### config.mk
export PLATFORM = sky130hd
export DESIGN_NAME = dram_frame_scheduler
export DESIGN_NICKNAME = d
export VERILOG_FILES = /design/src/rtl/dram_sched_pkg.sv /design/src/rtl/dram_buf_pool.sv /design/src/rtl/dram_frame_scheduler.sv
export SDC_FILE = /design/constraint.sdc
export NUM_CORES = 1
export LEC_CHECK = 0
export ABC_AREA = 1
export ABC_CLOCK_PERIOD_IN_PS = 2600
export CAP_MARGIN = 5
export CORE_MARGIN = 5
export CORE_UTILIZATION = 35
export DETAILED_ROUTE_END_ITERATION = 7
export SYNTH_ARGS = -nofsm -noshare
export SYNTH_HDL_FRONTEND = slang
export SYNTH_HIERARCHICAL = 1
export SYNTH_SLANG_ARGS = --single-unit
export TNS_END_PERCENT = 5
### constraint.sdc
create_clock -name ACLK -period 2.6 [get_ports ACLK]
set_input_delay 0.26 -clock ACLK [delete_from_list [all_inputs] [get_ports ACLK]]
set_output_delay 0.26 -clock ACLK [all_outputs]
set_load 0.05 [all_outputs]
### src/rtl/dram_sched_pkg.sv
// Shared types and helpers for the DRAM frame scheduler: FSM states,
// per-buffer ownership states and frame-size / buffer-address helpers.
package dram_sched_pkg;

    typedef enum logic [2:0] {
        S_IDLE  = 3'd0,
        S_ISSUE = 3'd1,
        S_ARM   = 3'd2,
        S_WAIT  = 3'd3,
        S_DROP  = 3'd4
    } fsm_t;

    typedef enum logic [1:0] {
        FREE    = 2'd0,
        WRITING = 2'd1,
        FULL    = 2'd2,
        READING = 2'd3
    } buf_st_t;

    localparam int unsigned BURST_BYTES = 128;

    // Buffer start address, wrapping modulo 2^32.
    function automatic logic [31:0] buf_addr(input logic [31:0] base,
                                             input logic [31:0] idx,
                                             input logic [31:0] stride);
        return base + (idx * stride);
    endfunction

    // A frame must be a non-zero whole number of write bursts.
    function automatic logic size_bad(input logic [31:0] nbytes);
        return (nbytes == 32'd0) ||
               ((nbytes & (32'(BURST_BYTES) - 32'd1)) != 32'd0);
    endfunction

endpackage

### src/rtl/dram_buf_pool.sv
// Ownership state of every frame buffer, plus the lowest-free and
// current-FULL lookups the scheduler needs to make its decisions.
module dram_buf_pool
    import dram_sched_pkg::*;
#(
    parameter int NBUF  = 3,
    parameter int IDX_W = 2
) (
    input  logic             clk,
    input  logic             rst_n,
    input  logic             i_alloc,
    input  logic             i_complete,
    input  logic             i_acquire,
    input  logic             i_release,
    output logic             o_free_any,
    output logic [IDX_W-1:0] o_free_idx,
    output logic             o_full_any,
    output logic [IDX_W-1:0] o_full_idx
);

    buf_st_t r_st   [NBUF];
    buf_st_t w_st_nx[NBUF];

    // Lookups; scanning downward lets the lowest free index win.
    always_comb begin
        o_free_any = 1'b0;
        o_free_idx = '0;
        o_full_any = 1'b0;
        o_full_idx = '0;
        for (int i = NBUF - 1; i >= 0; i--) begin
            o_free_any = o_free_any | (r_st[i] == FREE);
            o_free_idx = (r_st[i] == FREE) ? IDX_W'(i) : o_free_idx;
            o_full_any = o_full_any | (r_st[i] == FULL);
            o_full_idx = (r_st[i] == FULL) ? IDX_W'(i) : o_full_idx;
        end
    end

    // Per-entry transitions; an acquire of the old FULL beats its retirement.
    always_comb begin
        for (int i = 0; i < NBUF; i++) begin
            w_st_nx[i] = r_st[i];
            case (r_st[i])
                FREE: begin
                    if (i_alloc && (o_free_idx == IDX_W'(i))) w_st_nx[i] = WRITING;
                    else                                      w_st_nx[i] = FREE;
                end
                WRITING: begin
                    if (i_complete) w_st_nx[i] = FULL;
                    else            w_st_nx[i] = WRITING;
                end
                FULL: begin
                    if (i_acquire)       w_st_nx[i] = READING;
                    else if (i_complete) w_st_nx[i] = FREE;
                    else                 w_st_nx[i] = FULL;
                end
                READING: begin
                    if (i_release) w_st_nx[i] = FREE;
                    else           w_st_nx[i] = READING;
                end
                default: w_st_nx[i] = FREE;
            endcase
        end
    end

    // State array register.
    always_ff @(posedge clk) begin
        for (int i = 0; i < NBUF; i++) begin
            if (!rst_n) r_st[i] <= FREE;
            else        r_st[i] <= w_st_nx[i];
        end
    end

endmodule

### src/rtl/dram_frame_scheduler.sv
// Frame scheduler for the AXI burst DRAM writer: hands each incoming frame
// a free buffer, tracks completion and lends the newest frame to one reader.
module dram_frame_scheduler
    import dram_sched_pkg::*;
#(
    parameter int          NBUF   = 3,
    parameter logic [31:0] STRIDE = 32'h0020_0000,
    parameter int          CNT_W  = 16
) (
    input  logic             ACLK,
    input  logic             ARESETN,
    input  logic             ENABLE,
    input  logic [31:0]      CFG_BASE_ADDR,
    input  logic [31:0]      CFG_FRAME_BYTES,
    input  logic             FRAME_START,
    output logic             DROP,
    output logic             WR_CONFIG_VALID,
    input  logic             WR_CONFIG_READY,
    output logic [31:0]      WR_START_ADDR,
    output logic [31:0]      WR_NBYTES,
    input  logic             RD_ACQUIRE,
    output logic             RD_VALID,
    output logic [31:0]      RD_ADDR,
    input  logic             RD_RELEASE,
    output logic             BUSY,
    output logic             ERR_CFG,
    output logic [CNT_W-1:0] DROP_COUNT
);

    localparam int IDX_W = (NBUF > 1) ? $clog2(NBUF) : 1;

    fsm_t             r_state;
    fsm_t             w_next;
    logic             w_start;
    logic             w_alloc;
    logic             w_complete;
    logic             w_acquire;
    logic             w_release;
    logic             w_drop_inc;
    logic             w_err_set;
    logic             w_free_any;
    logic [IDX_W-1:0] w_free_idx;
    logic             w_full_any;
    logic [IDX_W-1:0] w_full_idx;

    logic             r_cfg_valid;
    logic             r_busy;
    logic             r_drop;
    logic             r_err;
    logic [CNT_W-1:0] r_drop_cnt;
    logic [31:0]      r_wr_addr;
    logic [31:0]      r_wr_nbytes;
    logic [31:0]      r_full_addr;
    logic             r_rd_valid;
    logic [31:0]      r_rd_addr;

    assign w_start   = FRAME_START & ENABLE;
    assign w_acquire = RD_ACQUIRE & w_full_any & ~r_rd_valid;
    assign w_release = RD_RELEASE & r_rd_valid;

    dram_buf_pool #(
        .NBUF  (NBUF),
        .IDX_W (IDX_W)
    ) u_pool (
        .clk        (ACLK),
        .rst_n      (ARESETN),
        .i_alloc    (w_alloc),
        .i_complete (w_complete),
        .i_acquire  (w_acquire),
        .i_release  (w_release),
        .o_free_any (w_free_any),
        .o_free_idx (w_free_idx),
        .o_full_any (w_full_any),
        .o_full_idx (w_full_idx)
    );

    // Next-state logic; S_DROP re-evaluates a start exactly like S_IDLE.
    always_comb begin
        w_next     = r_state;
        w_alloc    = 1'b0;
        w_complete = 1'b0;
        w_drop_inc = 1'b0;
        w_err_set  = 1'b0;
        case (r_state)
            S_IDLE, S_DROP: begin
                if ((r_state == S_DROP) && !ENABLE) begin
                    w_next = S_IDLE;
                end else if (w_start) begin
                    if (size_bad(CFG_FRAME_BYTES)) begin
                        w_err_set = 1'b1;
                        w_next    = S_DROP;
                    end else if (w_free_any) begin
                        w_alloc = 1'b1;
                        w_next  = S_ISSUE;
                    end else begin
                        w_drop_inc = 1'b1;
                        w_next     = S_DROP;
                    end
                end else begin
                    w_next = r_state;
                end
            end
            S_ISSUE: begin
                w_drop_inc = w_start;
                w_next     = WR_CONFIG_READY ? S_ARM : S_ISSUE;
            end
            S_ARM: begin
                w_drop_inc = w_start;
                w_next     = S_WAIT;
            end
            S_WAIT: begin
                w_drop_inc = w_start;
                if (WR_CONFIG_READY) begin
                    w_complete = 1'b1;
                    w_next     = S_IDLE;
                end else begin
                    w_next = S_WAIT;
                end
            end
            default: w_next = S_IDLE;
        endcase
    end

    // FSM state register.
    always_ff @(posedge ACLK) begin
        if (!ARESETN) r_state <= S_IDLE;
        else          r_state <= w_next;
    end

    // Writer-side outputs and status, registered from the next state.
    always_ff @(posedge ACLK) begin
        if (!ARESETN) begin
            r_cfg_valid <= 1'b0;
            r_busy      <= 1'b0;
            r_drop      <= 1'b0;
            r_err       <= 1'b0;
            r_drop_cnt  <= '0;
            r_wr_addr   <= 32'd0;
            r_wr_nbytes <= 32'd0;
        end else begin
            r_cfg_valid <= (w_next == S_ISSUE);
            r_busy      <= (w_next == S_ISSUE) || (w_next == S_ARM) || (w_next == S_WAIT);
            r_drop      <= (w_next == S_DROP);
            r_err       <= r_err | w_err_set;
            if (w_drop_inc && (r_drop_cnt != {CNT_W{1'b1}})) r_drop_cnt <= r_drop_cnt + CNT_W'(1);
            else                                              r_drop_cnt <= r_drop_cnt;
            if (w_alloc) begin
                r_wr_addr   <= buf_addr(CFG_BASE_ADDR, 32'(w_free_idx), STRIDE);
                r_wr_nbytes <= CFG_FRAME_BYTES;
            end else begin
                r_wr_addr   <= r_wr_addr;
                r_wr_nbytes <= r_wr_nbytes;
            end
        end
    end

    // Reader hand-off; acquire sees the FULL address from before this edge.
    always_ff @(posedge ACLK) begin
        if (!ARESETN) begin
            r_full_addr <= 32'd0;
            r_rd_valid  <= 1'b0;
            r_rd_addr   <= 32'd0;
        end else begin
            if (w_complete) r_full_addr <= r_wr_addr;
            else            r_full_addr <= r_full_addr;
            if (w_acquire) begin
                r_rd_valid <= 1'b1;
                r_rd_addr  <= r_full_addr;
            end else if (w_release) begin
                r_rd_valid <= 1'b0;
                r_rd_addr  <= r_rd_addr;
            end else begin
                r_rd_valid <= r_rd_valid;
                r_rd_addr  <= r_rd_addr;
            end
        end
    end

    // w_full_idx is consumed inside the pool; the address copy lives here.
    logic w_unused;
    assign w_unused = ^w_full_idx;

    assign WR_CONFIG_VALID = r_cfg_valid;
    assign WR_START_ADDR   = r_wr_addr;
    assign WR_NBYTES       = r_wr_nbytes;
    assign BUSY            = r_busy;
    assign DROP            = r_drop;
    assign ERR_CFG         = r_err;
    assign DROP_COUNT      = r_drop_cnt;
    assign RD_VALID        = r_rd_valid;
    assign RD_ADDR         = r_rd_addr;

endmodule
==> impl_metrics.env, run 1 <==
export IMPL_drtIter0Drc=322
export IMPL_fmax_mhz=452
export IMPL_globalRoute_totalOverflow=0
export IMPL_track_usage_pct=17.3
export IMPL_crit_path_max_incr_delay_ns=0.34
export IMPL_clk_path_buf_depth=2
export IMPL_insertion_delay_ns=0.43
export IMPL_via_count=6055
export IMPL_grt_start_max_net_pins=117
export IMPL_cts_root_buf="clkbuf_16"
export IMPL_cts_htree_levels=4
export IMPL_cts_buffers=17
export IMPL_antenna_left=0
export IMPL_worstSetupStartpointType="register"
export IMPL_fp_row_count=49
export IMPL_max_slew_margin_pct=23.3
export IMPL_drv_slew=0
export IMPL_first_pass_iters=7
export IMPL_drive_above_1_share_pct=6.97
export IMPL_cts_sinks=158
export IMPL_tns_ns=0
export IMPL_die_area_um2=21300
export IMPL_clk_pin_slew_ns=0.07
export IMPL_yosysWarnings=6
export IMPL_cap_violations=0
export IMPL_reg2reg_from="u_pool/r_st[2][1]"
export IMPL_path_max_fanout=5
export IMPL_syn_inst=878
export IMPL_viasPerCell=4.69
export IMPL_rsz0062_at_grt="no"
export IMPL_drc=0
export IMPL_dp_cells=1260
export IMPL_post_dp_hpwl_mm=12.7
export IMPL_worstSetupPathType="reg2reg"
export IMPL_worstPathArrival_ns=2.53
export IMPL_start_util_pct=35.8
export IMPL_critPathTopFamily="simple AND/OR/NAND/NOR gates"
export IMPL_antenna_found_initial=1
export IMPL_antenna_cells=0
export IMPL_nNetsFinal=1125
export IMPL_crit_required_ns=2.91
export IMPL_avgSynthCellArea_um2=7.37
export IMPL_cp_num_buf_inv=2
export IMPL_post_place_ws_ns=0.319
export IMPL_cpMaxStageDelayCell="dfxtp_1"
export IMPL_core_area_um2=18100
export IMPL_syn_area_um2=6470
export IMPL_wl_mm=18.5
export IMPL_grt_pass1_vias=5781
export IMPL_setup_viol=0
export IMPL_power_density_nw_per_um2=553
export IMPL_p_leak_nw=3.82
export IMPL_endpoint_kind="register"
export IMPL_tritoncts="done"
export IMPL_postCtsSetupBuffers=0
export IMPL_wl_per_cell_um=14.3
export IMPL_area_growth_pct=41.3
export IMPL_holdBufCountCts=0
export IMPL_fin_ws_ns=0.386
export IMPL_synth_nets=953
export IMPL_die_w_um=146
export IMPL_final_hold_viol_count=0
export IMPL_finalCritPeriodShare_pct=85.2
export IMPL_chipHeight_um=146
export IMPL_grt_pass1_wl_mm=30.1
export IMPL_run_status="complete, no violations"
export IMPL_period_minus_slack_ns=2.21
export IMPL_worstPathCellList="nor2_1 > inv_1 > nor3_1 > ha_1 > nand2_1 > inv_1 > o21ai_0 > nor3_1 > nand3_1 > xor2_1 > a21oi_1"
export IMPL_place_port_buffers=187
export IMPL_post_cts_resized=0
export IMPL_critPathLaunch="u_pool/r_st[2][1]"
export IMPL_skew_ns=0.00834
export IMPL_peakVddDrop_v=0.000440
export IMPL_pin_count=188
export IMPL_worstReg2RegEnd="WR_START_ADDR[28]"
export IMPL_worst_pin_slew_ns=1.15
export IMPL_rr_worst_depth=11
export IMPL_min_path_type="in2reg"
export IMPL_routabilityCongestion=0.833
export IMPL_critical_path_cell_count=11
export IMPL_r2r_setup_slack_ns=0.39
export IMPL_crit_end="WR_START_ADDR[28]"
export IMPL_final_cells=1291
-- stage by stage --
stage               area (um^2)  hold WS (ns)  util (%)  total power [W]
floorplan                  6470         0.358         -          0.00256
global placement           8580         0.441      47.4          0.00271
detailed placement         8580         0.446      47.4          0.00271
CTS                        9150         0.178      50.6          0.00514
global route               9150         0.205      50.6          0.00526
finish                     9150         0.196      50.6          0.00506
-- state kept, by name, summed over array words and instances, names as in the netlist --
name / cells
WR_START_ADDR: 32
r_state: 3
u_pool/r_st: 6
WR_NBYTES: 32
DROP_COUNT: 16
RD_VALID: 1
RD_ADDR: 32
BUSY: 1
r_full_addr: 32
DROP: 1
WR_CONFIG_VALID: 1
ERR_CFG: 1
-- how the worst min path moves through the flow --
stage                                    to         start  slack, ns  depth (start not counted)
after detailed placement       WR_NBYTES[5]  WR_NBYTES[5]       0.45                          2
after CTS                     DROP_COUNT[0]       ARESETN       0.18                          3
after global routing          DROP_COUNT[0]       ARESETN       0.20                          3
after global placement         WR_NBYTES[5]  WR_NBYTES[5]       0.44                          2
after floorplan           u_pool/r_st[2][1]       ARESETN       0.36                          2
final                         DROP_COUNT[0]       ARESETN       0.20                          3
-- worst reg2reg max path, cell delays in order, from the launching register on --
cell	delay, ns
dfxtp_1	0.34
nor2_1	0.17
inv_1	0.08
nor3_1	0.32
ha_1	0.31
nand2_1	0.07
inv_1	0.03
o21ai_0	0.28
nor3_1	0.15
nand3_1	0.11
xor2_1	0.16
a21oi_1	0.08
-- per-layer routing --
layer	GRT usage, %	vias up	routed length [um]
li1	-	3163	-
met1	22.1	2721	8600
met2	27.7	154	8390
met3	5.85	15	1250
met4	5.32	2	196
met5	0	-	13
-- cell type report --
cell class | instances | area, um^2
well taps | 229 | 287
repair buffers | 199 | 2010
multi-input cells | 586 | 2790
inverters | 88 | 330
clock buffers | 17 | 425
clock inverters | 14 | 144
fillers | 1779 | 8940
flip-flops and latches | 158 | 3160
-- layout by cell type, fill, tap and decap left out, types with 4 or more instances in the layout --
cell,instances
nor2_1,204
clkdlybuf4s50_1,186
dfxtp_1,158
o21ai_0,109
nand2_1,94
inv_1,84
a21oi_1,57
nand3_1,34
nand4_1,19
clkbuf_16,17
xor2_1,16
nor3_1,9
buf_4,9
o21ai_1,8
nor2_2,7
a21oi_2,7
inv_8,7
inv_2,4
buf_12,4
-- report_power, final --
| group | internal (W) | switching (W) | total, W |
|---|---|---|---|
| combinational | 0.000120 | 0.000106 | 0.000226 |
| clock | 0.00128 | 0.00113 | 0.00241 |
| sequential | 0.00242 | 0.00000239 | 0.00243 |
(Power assumes the default switching activity.)
==> run 2: changes to the inputs <==
--- a/config.mk
+++ b/config.mk
@@ -5,12 +5,13 @@
 export SDC_FILE = /design/constraint.sdc
 export NUM_CORES = 1
 export LEC_CHECK = 0
-export ABC_AREA = 1
+export ABC_AREA = 0
 export ABC_CLOCK_PERIOD_IN_PS = 2600
 export CAP_MARGIN = 5
 export CORE_MARGIN = 5
 export CORE_UTILIZATION = 35
 export DETAILED_ROUTE_END_ITERATION = 7
+export RECOVER_POWER = 50
 export SYNTH_ARGS = -nofsm -noshare
 export SYNTH_HDL_FRONTEND = slang
 export SYNTH_HIERARCHICAL = 1
==> run 2 against run 1 <==
Compared with the run above: final cell count fell by 9.7%; cell area decreased by 2.4%; power grew 5.1%; critical endpoint is now WR_NBYTES[20]; clock skew about the same.
==> impl_metrics.env, run 2 <==
export IMPL_run_status="complete, no violations"
export IMPL_fillers=1680
export IMPL_cts_buffers=17
export IMPL_swShare_pct=21.6
export IMPL_pin_count=188
export IMPL_seq_power_share_pct=45.6
export IMPL_power_switching_w=0.00115
export IMPL_path_max_fanout=55
export IMPL_tritoncts="done"
export IMPL_rsz0062_at_grt="no"
export IMPL_chipHeight_um=143
export IMPL_via_count=5745
export IMPL_drive_above_1_share_pct=6.16
export IMPL_min_path_type="in2reg"
export IMPL_skew_ns=0.00853
export IMPL_clkPwrFrac_pct=50.3
export IMPL_crit_required_ns=2.93
export IMPL_syn_inst=760
export IMPL_final_hold_viol_count=0
export IMPL_antenna_left=0
export IMPL_peakVddDrop_v=0.000407
export IMPL_intPower_w=0.00417
export IMPL_worstSetupPathType="in2reg"
export IMPL_grt_pass1_wl_mm=28.1
export IMPL_yosysWarnings=6
export IMPL_drtIter0Drc=289
export IMPL_tns_ns=0
export IMPL_endpoint_kind="register"
export IMPL_nNetsFinal=1004
export IMPL_drc=0
export IMPL_clk_pin_slew_ns=0.06
export IMPL_place_port_buffers=187
export IMPL_clk_path_buf_depth=2
export IMPL_worstPathArrival_ns=2.59
export IMPL_p_leak_nw=3.31
export IMPL_holdBufCountCts=0
export IMPL_setup_viol=0
export IMPL_fp_row_count=48
export IMPL_whs_ns=0.388
export IMPL_insertion_delay_ns=0.42
export IMPL_wl_per_cell_um=15.3
export IMPL_synth_nets=835
export IMPL_syn_area_um2=6220
export IMPL_final_common_cell="nand2_1"
export IMPL_core_area_um2=17400
export IMPL_antenna_cells=0
export IMPL_die_area_um2=20600
export IMPL_viasPerCell=4.93
export IMPL_cts_root_buf="clkbuf_16"
export IMPL_post_cts_resized=0
export IMPL_final_cell_mix="nand2_1, dfxtp_1, a21oi_1"
export IMPL_worstSetupStartpointType="primary input"
export IMPL_cts_sinks=158
export IMPL_globalRoute_totalOverflow=0
export IMPL_power_density_nw_per_um2=595
export IMPL_die_w_um=143
export IMPL_track_usage_pct=17.2
export IMPL_drv_slew=0
export IMPL_postCtsSetupBuffers=0
export IMPL_avgSynthCellArea_um2=8.19
export IMPL_grt_pass1_vias=5406
export IMPL_wl_mm=17.9
export IMPL_period_minus_slack_ns=2.26
export IMPL_finalCritPeriodShare_pct=87.1
export IMPL_routabilityCongestion=0.809
export IMPL_start_util_pct=35.9
export IMPL_total_power_w=0.00532
export IMPL_post_dp_hpwl_mm=12.3
export IMPL_cts_htree_levels=4
export IMPL_area_growth_pct=43.5
export IMPL_first_pass_iters=4
export IMPL_power_share_combinational_pct=4.1
export IMPL_worst_pin_slew_ns=0.797
export IMPL_cap_violations=0
export IMPL_max_slew_margin_pct=46.8
export IMPL_antenna_found_initial=0
export IMPL_grt_start_max_net_pins=66
export IMPL_fmax_mhz=442
export IMPL_fin_util_pct=51.5
## run 2: worst max-delay path, stage by stage
cell and delay (ns):
clkdlybuf4s50_1 0.67, clkinvlp_2 0.71, clkbuf_4 0.66, a21oi_1 0.28
## run 2: stage by stage
stage | cells | area (um^2) | worst slack [ns]
after floorplan | 760 | 6220 | 0.161
after global placement | 1135 | 8330 | 0.127
after detailed placement | 1135 | 8330 | 0.110
after CTS | 1166 | 8960 | 0.382
after global routing | 1166 | 8930 | 0.149
final | 1166 | 8930 | 0.335
## run 2: final cells by class
class | count | area, um^2 | share of cell area, %
clock buffer | 18 | 429 | 4.81
clock inverter | 13 | 201 | 2.26
inverter | 9 | 35.0 | 0.392
multi-input combinational | 543 | 2820 | 31.5
sequential | 158 | 3160 | 35.4
tap | 225 | 282 | 3.15
timing repair buffer | 200 | 2000 | 22.4
## run 2: path summary, 6_finish.rpt
| path | startpoint | end | slack [ns] | depth (start not counted) |
|---|---|---|---|---|
| max | ARESETN | WR_NBYTES[20] | 0.34 | 4 |
| min | CFG_BASE_ADDR[4] | WR_START_ADDR[4] | 0.39 | 3 |
| max reg2reg | u_pool/r_st[1][1] | u_pool/r_st[1][0] | 0.40 | 6 |
| min reg2reg | WR_NBYTES[26] | WR_NBYTES[26] | 0.45 | 2 |
## run 2: per-layer routing
layer | wire [um] | vias to the layer above | GRT usage [%]
met5 | 0 | - | 0
met4 | 223 | 0 | 5.40
met3 | 1190 | 15 | 5.69
met2 | 8180 | 157 | 27.1
met1 | 8270 | 2635 | 22.5
li1 | - | 2938 | -
## run 2: power by group through the flow
stage / registers, W / logic, W / clock network (W)
after global placement: 0.00248 / 0.000223 / 0
final: 0.00243 / 0.000216 / 0.00267
after CTS: 0.00243 / 0.000224 / 0.00274
after global routing: 0.00243 / 0.000231 / 0.00285
after floorplan: 0.00249 / 0.0000578 / 0
after detailed placement: 0.00248 / 0.000222 / 0
==> run 3: changes to the inputs <==
--- a/config.mk
+++ b/config.mk
@@ -10,6 +10,7 @@
 export CAP_MARGIN = 5
 export CORE_MARGIN = 5
 export CORE_UTILIZATION = 35
+export CTS_CLUSTER_SIZE = 10
 export DETAILED_ROUTE_END_ITERATION = 7
 export RECOVER_POWER = 50
 export SYNTH_ARGS = -nofsm -noshare
==> results of run 3 <==
No change in the layout: final DEF, timing and power equal those of run 2.
